## src/rtl/clk_dt_sched_pkg.sv

```systemverilog
// clk_dt_sched_pkg: shared widths, table entry type and FSM state type for the clock phase sequencer
package clk_dt_sched_pkg;
  localparam int N_ENTRIES = 4;
  localparam int DT_WIDTH = 32;
  localparam int CNT_WIDTH = 16;
  localparam int IDX_W = $clog2(N_ENTRIES);
  typedef struct packed {
    logic [DT_WIDTH-1:0] lo;
    logic [DT_WIDTH-1:0] hi;
    logic [CNT_WIDTH-1:0] cycles;
  } sched_entry_t;
  typedef enum logic [1:0] {IDLE, LOAD, RUN, DONE} sched_state_t;
endpackage

```

## src/rtl/clk_dt_sched_if.sv

```systemverilog
// clk_dt_sched_if: config, control and generator-facing signals of the clock phase sequencer
// master drives cfg_*/start/stop/gen_rise and observes t_lo/t_hi/idx/busy/done/err; slave is the sequencer
interface clk_dt_sched_if;
  import clk_dt_sched_pkg::*;
  logic cfg_we_i;
  logic [IDX_W-1:0] cfg_addr_i;
  logic [DT_WIDTH-1:0] cfg_lo_i;
  logic [DT_WIDTH-1:0] cfg_hi_i;
  logic [CNT_WIDTH-1:0] cfg_cycles_i;
  logic start_i;
  logic stop_i;
  logic gen_rise_i;
  logic [DT_WIDTH-1:0] t_lo;
  logic [DT_WIDTH-1:0] t_hi;
  logic [IDX_W-1:0] idx_o;
  logic busy_o;
  logic done_o;
  logic err_o;
  modport master (
    output cfg_we_i, cfg_addr_i, cfg_lo_i, cfg_hi_i, cfg_cycles_i, start_i, stop_i, gen_rise_i,
    input t_lo, t_hi, idx_o, busy_o, done_o, err_o
  );
  modport slave (
    input cfg_we_i, cfg_addr_i, cfg_lo_i, cfg_hi_i, cfg_cycles_i, start_i, stop_i, gen_rise_i,
    output t_lo, t_hi, idx_o, busy_o, done_o, err_o
  );
endinterface

```

## src/rtl/clk_dt_sched_table.sv

```systemverilog
// clk_dt_sched_table: phase table register file, one write port, reads at ra and ra+1, sync clear
// ports: clk_i, rst_ni (sync active-low clear), we/wa/wd write port, ra read index,
//        rd_a = entry[ra], rd_b_cycles = entry[ra+1].cycles (wraps at the table end)
module clk_dt_sched_table
  import clk_dt_sched_pkg::*;
(
  input  logic clk_i,
  input  logic rst_ni,
  input  logic we,
  input  logic [IDX_W-1:0] wa,
  input  sched_entry_t wd,
  input  logic [IDX_W-1:0] ra,
  output sched_entry_t rd_a,
  output logic [CNT_WIDTH-1:0] rd_b_cycles
);
  sched_entry_t mem [N_ENTRIES];
  logic [IDX_W-1:0] rb;
  assign rb = IDX_W'(ra + 1'b1);
  always_ff @(posedge clk_i)
    if (!rst_ni) mem <= '{default: '0};
    else if (we) mem[wa] <= wd;
  assign rd_a = mem[ra];
  assign rd_b_cycles = mem[rb].cycles;
endmodule

```

## src/rtl/clk_dt_sched.sv

```systemverilog
// clk_dt_sched: steps the generator's t_lo/t_hi through a table of phases, one phase per N generated periods
// ports: clk_i, rst_ni (sync active-low), bus (clk_dt_sched_if.slave): cfg_* table writes,
//        start_i/stop_i control, gen_rise_i generator edge pulse, t_lo/t_hi/idx_o/busy_o/done_o/err_o outputs
module clk_dt_sched
  import clk_dt_sched_pkg::*;
#(
  parameter bit LOOP = 1'b0
) (
  input logic clk_i,
  input logic rst_ni,
  clk_dt_sched_if.slave bus
);
  sched_state_t state;
  logic [IDX_W-1:0] idx;
  logic [CNT_WIDTH-1:0] cnt;
  sched_entry_t cur;
  logic [CNT_WIDTH-1:0] nxt_cycles;
  logic idle, we_ok, e0_zero, last;
  assign idle = state == IDLE || state == DONE;
  assign we_ok = bus.cfg_we_i && idle;
  // while idle the read port points at entry 0 so start can validate it
  clk_dt_sched_table u_table (
    .clk_i(clk_i),
    .rst_ni(rst_ni),
    .we(we_ok),
    .wa(bus.cfg_addr_i),
    .wd('{lo: bus.cfg_lo_i, hi: bus.cfg_hi_i, cycles: bus.cfg_cycles_i}),
    .ra(idle ? '0 : idx),
    .rd_a(cur),
    .rd_b_cycles(nxt_cycles)
  );
  // a same-cycle write to entry 0 is seen by the start check
  assign e0_zero = (we_ok && bus.cfg_addr_i == '0) ? bus.cfg_cycles_i == '0 : cur.cycles == '0;
  assign last = idx == IDX_W'(N_ENTRIES - 1) || nxt_cycles == '0;
  always_ff @(posedge clk_i) begin
    if (!rst_ni) begin
      state <= IDLE;
      idx <= '0;
      cnt <= '0;
      bus.t_lo <= '0;
      bus.t_hi <= '0;
      bus.busy_o <= 1'b0;
      bus.done_o <= 1'b0;
      bus.err_o <= 1'b0;
    end else begin
      bus.done_o <= 1'b0;
      if (bus.cfg_we_i && !idle) bus.err_o <= 1'b1;
      if (bus.stop_i) begin
        state <= IDLE;
        bus.busy_o <= 1'b0;
      end else begin
        case (state)
          IDLE, DONE: begin
            state <= IDLE;
            if (bus.start_i) begin
              if (e0_zero) bus.err_o <= 1'b1;
              else begin
                state <= LOAD;
                idx <= '0;
                bus.busy_o <= 1'b1;
                bus.err_o <= 1'b0;
              end
            end
          end
          LOAD: begin
            bus.t_lo <= cur.lo;
            bus.t_hi <= cur.hi;
            cnt <= cur.cycles;
            state <= RUN;
          end
          RUN: begin
            // a phase ends only on a generated rising edge, so no half-period is split
            if (bus.gen_rise_i && cnt == CNT_WIDTH'(1)) begin
              if (!last || LOOP) begin
                idx <= last ? '0 : IDX_W'(idx + 1'b1);
                state <= LOAD;
              end else begin
                state <= DONE;
                bus.busy_o <= 1'b0;
                bus.done_o <= 1'b1;
              end
            end else if (bus.gen_rise_i) cnt <= cnt - 1'b1;
          end
        endcase
      end
    end
  end
  assign bus.idx_o = idx;
endmodule

```

## src/flat_wrapper.sv

```systemverilog
// flat-port wrapper written by rule: the top's interface ports become plain ports
module clk_dt_sched_flat import clk_dt_sched_pkg::*;
#(
  parameter bit LOOP = 1'b0
)
  (clk_i, rst_ni, bus_cfg_we_i, bus_cfg_addr_i, bus_cfg_lo_i, bus_cfg_hi_i, bus_cfg_cycles_i, bus_start_i, bus_stop_i, bus_gen_rise_i, bus_t_lo, bus_t_hi, bus_idx_o, bus_busy_o, bus_done_o, bus_err_o);
  clk_dt_sched_if bus_i ();
  input logic clk_i;
  input logic rst_ni;
  input wire logic [$bits(bus_i.cfg_we_i)-1:0] bus_cfg_we_i;
  input wire logic [$bits(bus_i.cfg_addr_i)-1:0] bus_cfg_addr_i;
  input wire logic [$bits(bus_i.cfg_lo_i)-1:0] bus_cfg_lo_i;
  input wire logic [$bits(bus_i.cfg_hi_i)-1:0] bus_cfg_hi_i;
  input wire logic [$bits(bus_i.cfg_cycles_i)-1:0] bus_cfg_cycles_i;
  input wire logic [$bits(bus_i.start_i)-1:0] bus_start_i;
  input wire logic [$bits(bus_i.stop_i)-1:0] bus_stop_i;
  input wire logic [$bits(bus_i.gen_rise_i)-1:0] bus_gen_rise_i;
  output wire logic [$bits(bus_i.t_lo)-1:0] bus_t_lo;
  output wire logic [$bits(bus_i.t_hi)-1:0] bus_t_hi;
  output wire logic [$bits(bus_i.idx_o)-1:0] bus_idx_o;
  output wire logic [$bits(bus_i.busy_o)-1:0] bus_busy_o;
  output wire logic [$bits(bus_i.done_o)-1:0] bus_done_o;
  output wire logic [$bits(bus_i.err_o)-1:0] bus_err_o;
  assign bus_i.cfg_we_i = bus_cfg_we_i;
  assign bus_i.cfg_addr_i = bus_cfg_addr_i;
  assign bus_i.cfg_lo_i = bus_cfg_lo_i;
  assign bus_i.cfg_hi_i = bus_cfg_hi_i;
  assign bus_i.cfg_cycles_i = bus_cfg_cycles_i;
  assign bus_i.start_i = bus_start_i;
  assign bus_i.stop_i = bus_stop_i;
  assign bus_i.gen_rise_i = bus_gen_rise_i;
  assign bus_t_lo = bus_i.t_lo;
  assign bus_t_hi = bus_i.t_hi;
  assign bus_idx_o = bus_i.idx_o;
  assign bus_busy_o = bus_i.busy_o;
  assign bus_done_o = bus_i.done_o;
  assign bus_err_o = bus_i.err_o;
  clk_dt_sched #(.LOOP(LOOP)) u_core (.clk_i(clk_i), .rst_ni(rst_ni), .bus(bus_i));
endmodule
```

## config.mk

```make
export PLATFORM = sky130hd
export DESIGN_NAME = clk_dt_sched_flat
export DESIGN_NICKNAME = d
export VERILOG_FILES = /design/src/rtl/clk_dt_sched_pkg.sv /design/src/rtl/clk_dt_sched_if.sv /design/src/rtl/clk_dt_sched_table.sv /design/src/rtl/clk_dt_sched.sv /design/src/flat_wrapper.sv
export SDC_FILE = /design/constraint.sdc
export NUM_CORES = 1
export LEC_CHECK = 0
export ABC_AREA = 1
export CAP_MARGIN = 40
export CORE_ASPECT_RATIO = 1.75
export CORE_UTILIZATION = 30
export CTS_BUF_LIST = sky130_fd_sc_hd__clkbuf_16
export DETAILED_ROUTE_END_ITERATION = 10
export PLACE_DENSITY_LB_ADDON = 0.2
export SYNTH_ARGS = -nofsm -noshare
export SYNTH_HDL_FRONTEND = slang
export SYNTH_HIERARCHICAL = 1
export SYNTH_SLANG_ARGS = --single-unit
```

## constraint.sdc

```tcl
create_clock -name clk_i -period 7 [get_ports clk_i]
set_input_delay 0.7 -clock clk_i [delete_from_list [all_inputs] [get_ports clk_i]]
set_output_delay 0.7 -clock clk_i [all_outputs]
set_load 0.01 [all_outputs]
```

==> results.cfg, run 1 <==
[setup_path]
reg2reg_slack_ps = 2900
critPathLaunchType = register
cp_max_fo = 204
required_ps = 7470
end_kind = register
path_class = reg -> reg
critPathArrivalTime_ps = 4570
reg2regPathDepth = 20

[timing]
finalSetupViolations = 0
finalSetupTns_ps = 0
period_share = 0.586
fin_skew_ps = 15.5
slew_headroom = 0.396
rsz0062_at_grt = false
fmax_mhz = 244
hold_viol_final = 0
slew_viol_final = 0
period_minus_slack_ps = 4100
worstMarginPinSlew_ps = 905

[clock_tree]
postCtsHoldBufs = 0
cts_tree = yes
clkSinkCount = 407
clk_pin_slew_ps = 60
cts_setup_buffers = 0
post_cts_resized = 0
cts_buffers = 42
ctsLongestPathBuffers = 3
cts_root_buf = clkbuf_16
clk_latency_ps = 580
h-tree-depth = 2

[synthesis]
postSynthNetCount = 3296
syn_inst = 3203
synth_compound_area_frac = 0.119
yosys_warnings = 6
ys_seq_elements = 407
yosysUniqueCellTypes = 31
netlist_area_sq_um = 20000
syn_avg_cell_area_sq_um = 6.23
synthMuxAreaShare = 0.00150
synth_top_family_by_area = simple AND/OR/NAND/NOR gates
synth_xor_area_frac = 0.00176
synth_fa_ha_area_frac = 0.00313
synth_seq_area_share = 0.408
synthSimpleGateAreaFrac = 0.353

[place]
hpwlAfterDp_um = 37200
dp_cells = 4055
placed_area_sq_um = 22100
io_buffers = 156
gp_congestion = 0.802

[run_status]
status = finished, final reports clean

[pwr]
cellPowerDensity_nw_per_um2 = 231
power_frac_comb = 0.130
p_leak_nw = 11.3
p_sw_frac = 0.273
pwr-share-clk = 0.407
power_switching_mw = 1.47
p_int_mw = 3.91
ir_drop_mv = 0.164
power.total_mw = 5.38
seqPwrFrac = 0.463

[floorplanning]
core_area_sq_um = 65600
pin_count = 157
num_rows = 124
die_h_um = 343
die_w_um = 197
dieArea_sq_um = 67600
initial_utilization = 0.304

[cells_and_area]
final_nets = 3310
drive_above_1_share = 0.0320
regArea_sq_um = 8150
fillers = 7219
final_cells = 4127
diodes = 0
multi_input_area_sq_um = 9590
syn_to_final_growth_pct = 16.9
stdcell_area_sq_um = 23300

[global_routing]
grt.total_usage = 0.183
grt_busiest_layer = met2
gr-usage-met2 = 0.326
grt_pass1_wl_um = 98600
global_route.overflow_total = 0
grt_start_max_net_pins = 205
antenna_found_initial = 3
use_met3 = 0.0281
globalRouteMet1Util = 0.222
grt_pass1_vias = 18009

[worst_hold_path]
min_path_cells = 2
hold_path.class = reg -> reg

[detailed_routing]
first_pass_iters = 5
ant_nets = 0
viasPerCell = 4.53
route.vias.total = 18708
drtIter0Drc = 1002
routed_wl_um = 61100
avgRoutedWirePerCell_um = 14.8
drc = 0

[flow_run]
drv_cap = 0
power by group through the flow:
stage | clock (mW) | combinational [mW] | sequential [mW]
finish | 2.19 | 0.700 | 2.49
global route | 2.37 | 0.803 | 2.51
CTS | 2.28 | 0.711 | 2.49
detailed placement | 0 | 0.706 | 2.54
global placement | 0 | 0.701 | 2.54
floorplan | 0 | 0.448 | 2.54
layout make-up:
type	instances	share of cell area
repair buffers	182	0.0803
flip-flops and latches	407	0.349
clock buffers	43	0.0461
inverters	357	0.0577
clock inverters	29	0.00874
well taps	882	0.0473
multi-input cells	2227	0.411
critical path: stages, from the launching register on:
cell and delay, ps:
dfxtp_1 360, inv_1 50, ha_1 450, nor2_4 180
buf_12 580, clkinv_1 150, buf_4 240, nand2_2 300
nand2_1 420, nand2_1 170, nand2_1 60, nor2_1 100
nand2_1 60, nor2_1 180, nand2_1 140, nand3_1 110
nand2_1 60, nand3_1 140, nand2_1 70, nand2_1 60
nor2_1 50
synth_stat cells (all sizes together):
| cell type | n | area (sq um) |
|---|---|---|
| a211oi | 1 | 12.5 |
| a21oi | 108 | 541 |
| a31oi | 1 | 6.26 |
| buf | 112 | 559 |
| clkbuf | 100 | 375 |
| clkinv | 1 | 3.75 |
| dfxtp | 407 | 8150 |
| ha | 5 | 62.6 |
| inv | 356 | 1340 |
| mux2i | 3 | 30.0 |
| nand2 | 957 | 3600 |
| nand3 | 99 | 516 |
| nand4 | 3 | 18.8 |
| nor2 | 763 | 2880 |
| nor3 | 2 | 15.0 |
| o211ai | 161 | 1210 |
| o21a | 1 | 7.51 |
| o21ai | 118 | 591 |
| or2 | 1 | 6.26 |
| xnor2 | 2 | 17.5 |
| xor2 | 2 | 17.5 |
cells by family after synthesis:
logic type                 after synthesis
and+or+nand+nor                       1825
buffers and inverters                  569
DFF                                    407
AOI/OAI and AO/OA                      390
adders and majority gates                5
xor gates and xnor gates                 4
muxes                                    3
through the flow:
stage                     worst slack [ps]  hold WS [ps]   util
after floorplan                       4470           452      -
after detailed placement              2830           468  0.336
after CTS                             2810           484  0.356
after global placement                2830           459  0.334
after global routing                  2470           504  0.356
final                                 2900           480  0.356
path summary, 6_finish.rpt:
check,startpoint,end
hold reg to reg,u_core/u_table/mem[265],u_core/u_table/mem[265]
setup reg to reg,u_core/state[0],u_core/bus.idx_o[1]
hold / removal,u_core/u_table/mem[265],u_core/u_table/mem[265]
setup / recovery,u_core/state[0],u_core/bus.idx_o[1]
layer usage:
metal	vias to the layer above	share of wire
met5	-	0.00074
met4	6	0.027
met3	88	0.040
met2	295	0.49
met1	8493	0.45
li1	9826	-
layout by cell type (no fill, tap or decap), types with 2 or more instances in the layout:
| cell | Yosys | routed |
|---|---|---|
| clkinv_1 | 1 | 12 |
| bufinv_16 | 0 | 3 |
| inv_1 | 352 | 359 |
| buf_4 | 0 | 19 |
| xnor2_1 | 2 | 2 |
| ha_1 | 5 | 5 |
| clkbuf_16 | 0 | 43 |
| clkdlybuf4s50_1 | 0 | 155 |
| dfxtp_1 | 407 | 407 |
| inv_2 | 4 | 3 |
| nand2_1 | 954 | 954 |
| nand2_2 | 2 | 2 |
| nand3_1 | 95 | 95 |
| nand4_1 | 3 | 3 |
| o21ai_0 | 112 | 112 |
| clkinv_2 | 0 | 6 |
| mux2i_1 | 3 | 3 |
| a21oi_1 | 108 | 108 |
| buf_12 | 0 | 2 |
| o21ai_1 | 6 | 6 |
| nor2_2 | 5 | 4 |
| nor2_1 | 758 | 755 |
| buf_16 | 0 | 4 |
| o211ai_1 | 160 | 160 |
| buf_8 | 0 | 2 |
| xor2_1 | 2 | 2 |
| nor2_4 | 0 | 4 |
| inv_6 | 0 | 3 |
| nand3_4 | 0 | 3 |
state kept, by name, summed over array words and instances (netlist names):
name,flops
u_core/bus.idx_o,2
u_core/cnt,16
u_core/u_table/mem,320
u_core/bus.t_lo,32
u_core/bus.done_o,1
u_core/bus.t_hi,32
u_core/bus.busy_o,1
u_core/state,2
u_core/bus.err_o,1
Power figures use the tool's default switching activity.
==> run 2, diff against run 1 <==
==> constraint.sdc (replaced) <==
create_clock -name clk_i -period 3.4 [get_ports clk_i]
set_input_delay 0.34 -clock clk_i [delete_from_list [all_inputs] [get_ports clk_i]]
set_output_delay 0.34 -clock clk_i [all_outputs]
set_load 0.01 [all_outputs]
==> results.cfg, run 2 (same netlist as run 1, synthesis figures left out) <==
[pwr]
ir_drop_mv = 0.380
power.total_mw = 11.4
p_leak_nw = 11.4
cellPowerDensity_nw_per_um2 = 483

[cells_and_area]
final_common_cell = nand2_1
final_cell_mix = nand2_1, nor2_1, dfxtp_1
syn_to_final_growth_pct = 18.1
utilization = 0.359
drive_above_1_share = 0.0371
fillers = 7155
largest_registers = u_core/u_table/mem x320, u_core/bus.t_hi x32, u_core/bus.t_lo x32
diodes = 0
regMostFlops = u_core/u_table/mem
final_nets = 3321
stdcell_area_sq_um = 23600
largest_reg_flops = 320

[timing]
fin_skew_ps = 19.9
hold_viol_final = 0
finalSetupViolations = 0
fmax_mhz = 349
slew_viol_final = 0
period_share = 0.842
fin_ws_ps = 537
worstMarginPinSlew_ps = 843
rsz0062_at_grt = false
finalSetupTns_ps = 0
slew_headroom = 0.438
period_minus_slack_ps = 2860

[floorplanning]
dieArea_sq_um = 67600
initial_utilization = 0.304
die_h_um = 343
core_area_sq_um = 65600
num_rows = 124
die_w_um = 197
pin_count = 157

[global_routing]
grt_start_max_net_pins = 147
grt_pass1_vias = 17445
grt_pass1_wl_um = 97800
global_route.overflow_total = 0
grt.total_usage = 0.183
antenna_found_initial = 5

[detailed_routing]
routed_wl_um = 61600
ant_nets = 0
drc = 0
route.vias.total = 18687
first_pass_iters = 5
avgRoutedWirePerCell_um = 14.9
viasPerCell = 4.51
drtIter0Drc = 994

[clock_tree]
post_cts_resized = 0
clkSinkCount = 407
cts_root_buf = clkbuf_16
cts_tree = yes
clk_pin_slew_ps = 70
postCtsHoldBufs = 0
clk_latency_ps = 590
cts_setup_buffers = 0
ctsLongestPathBuffers = 3
h-tree-depth = 2
cts_buffers = 43

[run_status]
status = finished, final reports clean

[setup_path]
critPathArrivalTime_ps = 3390
path_class = reg -> reg
cp_max_fo = 111
critPathLaunchType = register
end_kind = register
required_ps = 3920

[place]
placed_area_sq_um = 22200
hpwlAfterDp_um = 37900
io_buffers = 156
gp_congestion = 0.799
place_ws_ps = 528

[worst_hold_path]
hold_path.class = in -> reg

[flow_run]
drv_cap = 0
## run 2: cell count changes in the layout (fill, tap and decap cells not counted), moves of 2 or more
cell and delta:
buf_4 +3, buf_12 +12, clkinv_2 +3, inv_1 +4, buf_16 -4, bufinv_16 +2, clkinv_1 -7
## run 2: through the flow
| step | hold WS [ps] | instances |
|---|---|---|
| 4_1_cts | 118 | 4141 |
| 3_5_place_dp | 467 | 4065 |
| 6_report | 155 | 4141 |
| 5_1_grt | 148 | 4141 |
| 2_1_floorplan | 452 | 3203 |
| 3_3_place_gp | 459 | 4065 |
## run 2: power breakdown
| part | switching [mW] | internal [mW] | leakage [nW] |
|---|---|---|---|
| logic | 0.912 | 0.528 | 7.36 |
| clock network | 2.08 | 2.72 | 0.726 |
| registers | 0.120 | 5.02 | 3.32 |
| total | 3.11 | 8.27 | 11.4 |
## run 2: per-layer routing
layer	vias up	track usage	routed length, um
met5	-	0	56
met4	10	0.0543	1580
met3	95	0.0372	2910
met2	267	0.318	29700
met1	8448	0.225	27300
li1	9867	-	-
## run 2: layout make-up
type / count / area [sq um] / share of cell area
multi-input combinational: 2227 / 9590 / 0.407
tap: 882 / 1100 / 0.0468
clock inverter: 32 / 283 / 0.0120
clock buffer: 44 / 1100 / 0.0467
timing repair buffer: 192 / 2010 / 0.0853
sequential: 407 / 8150 / 0.346
inverter: 357 / 1350 / 0.0571
## run 2: path summary, 6_finish.rpt
path                                               from                       to  slack (ps)  cells after the start
worst max-delay path                    u_core/state[0]      u_core/bus.idx_o[0]         540                     19
worst min-delay path                             rst_ni   u_core/u_table/mem[80]         150                      3
worst max register to register          u_core/state[0]      u_core/bus.idx_o[0]         540                     19
worst min register to register  u_core/u_table/mem[303]  u_core/u_table/mem[303]         480                      2
## run 2: critical path, cell delays in order, from the launching register on
cell     delay (ps)
dfxtp_1         360
inv_1            50
ha_1            370
nor2_4          170
buf_12          360
nand2_1          90
nand2_1         170
buf_4           220
nand2_1          70
nand2_1          60
nor2_1           50
nand2_1          60
nor2_1           60
nand2_1         110
nand3_1         100
nand2_1          80
nand3_1         150
nand2_1         100
nand2_1          50
nor2_1           90
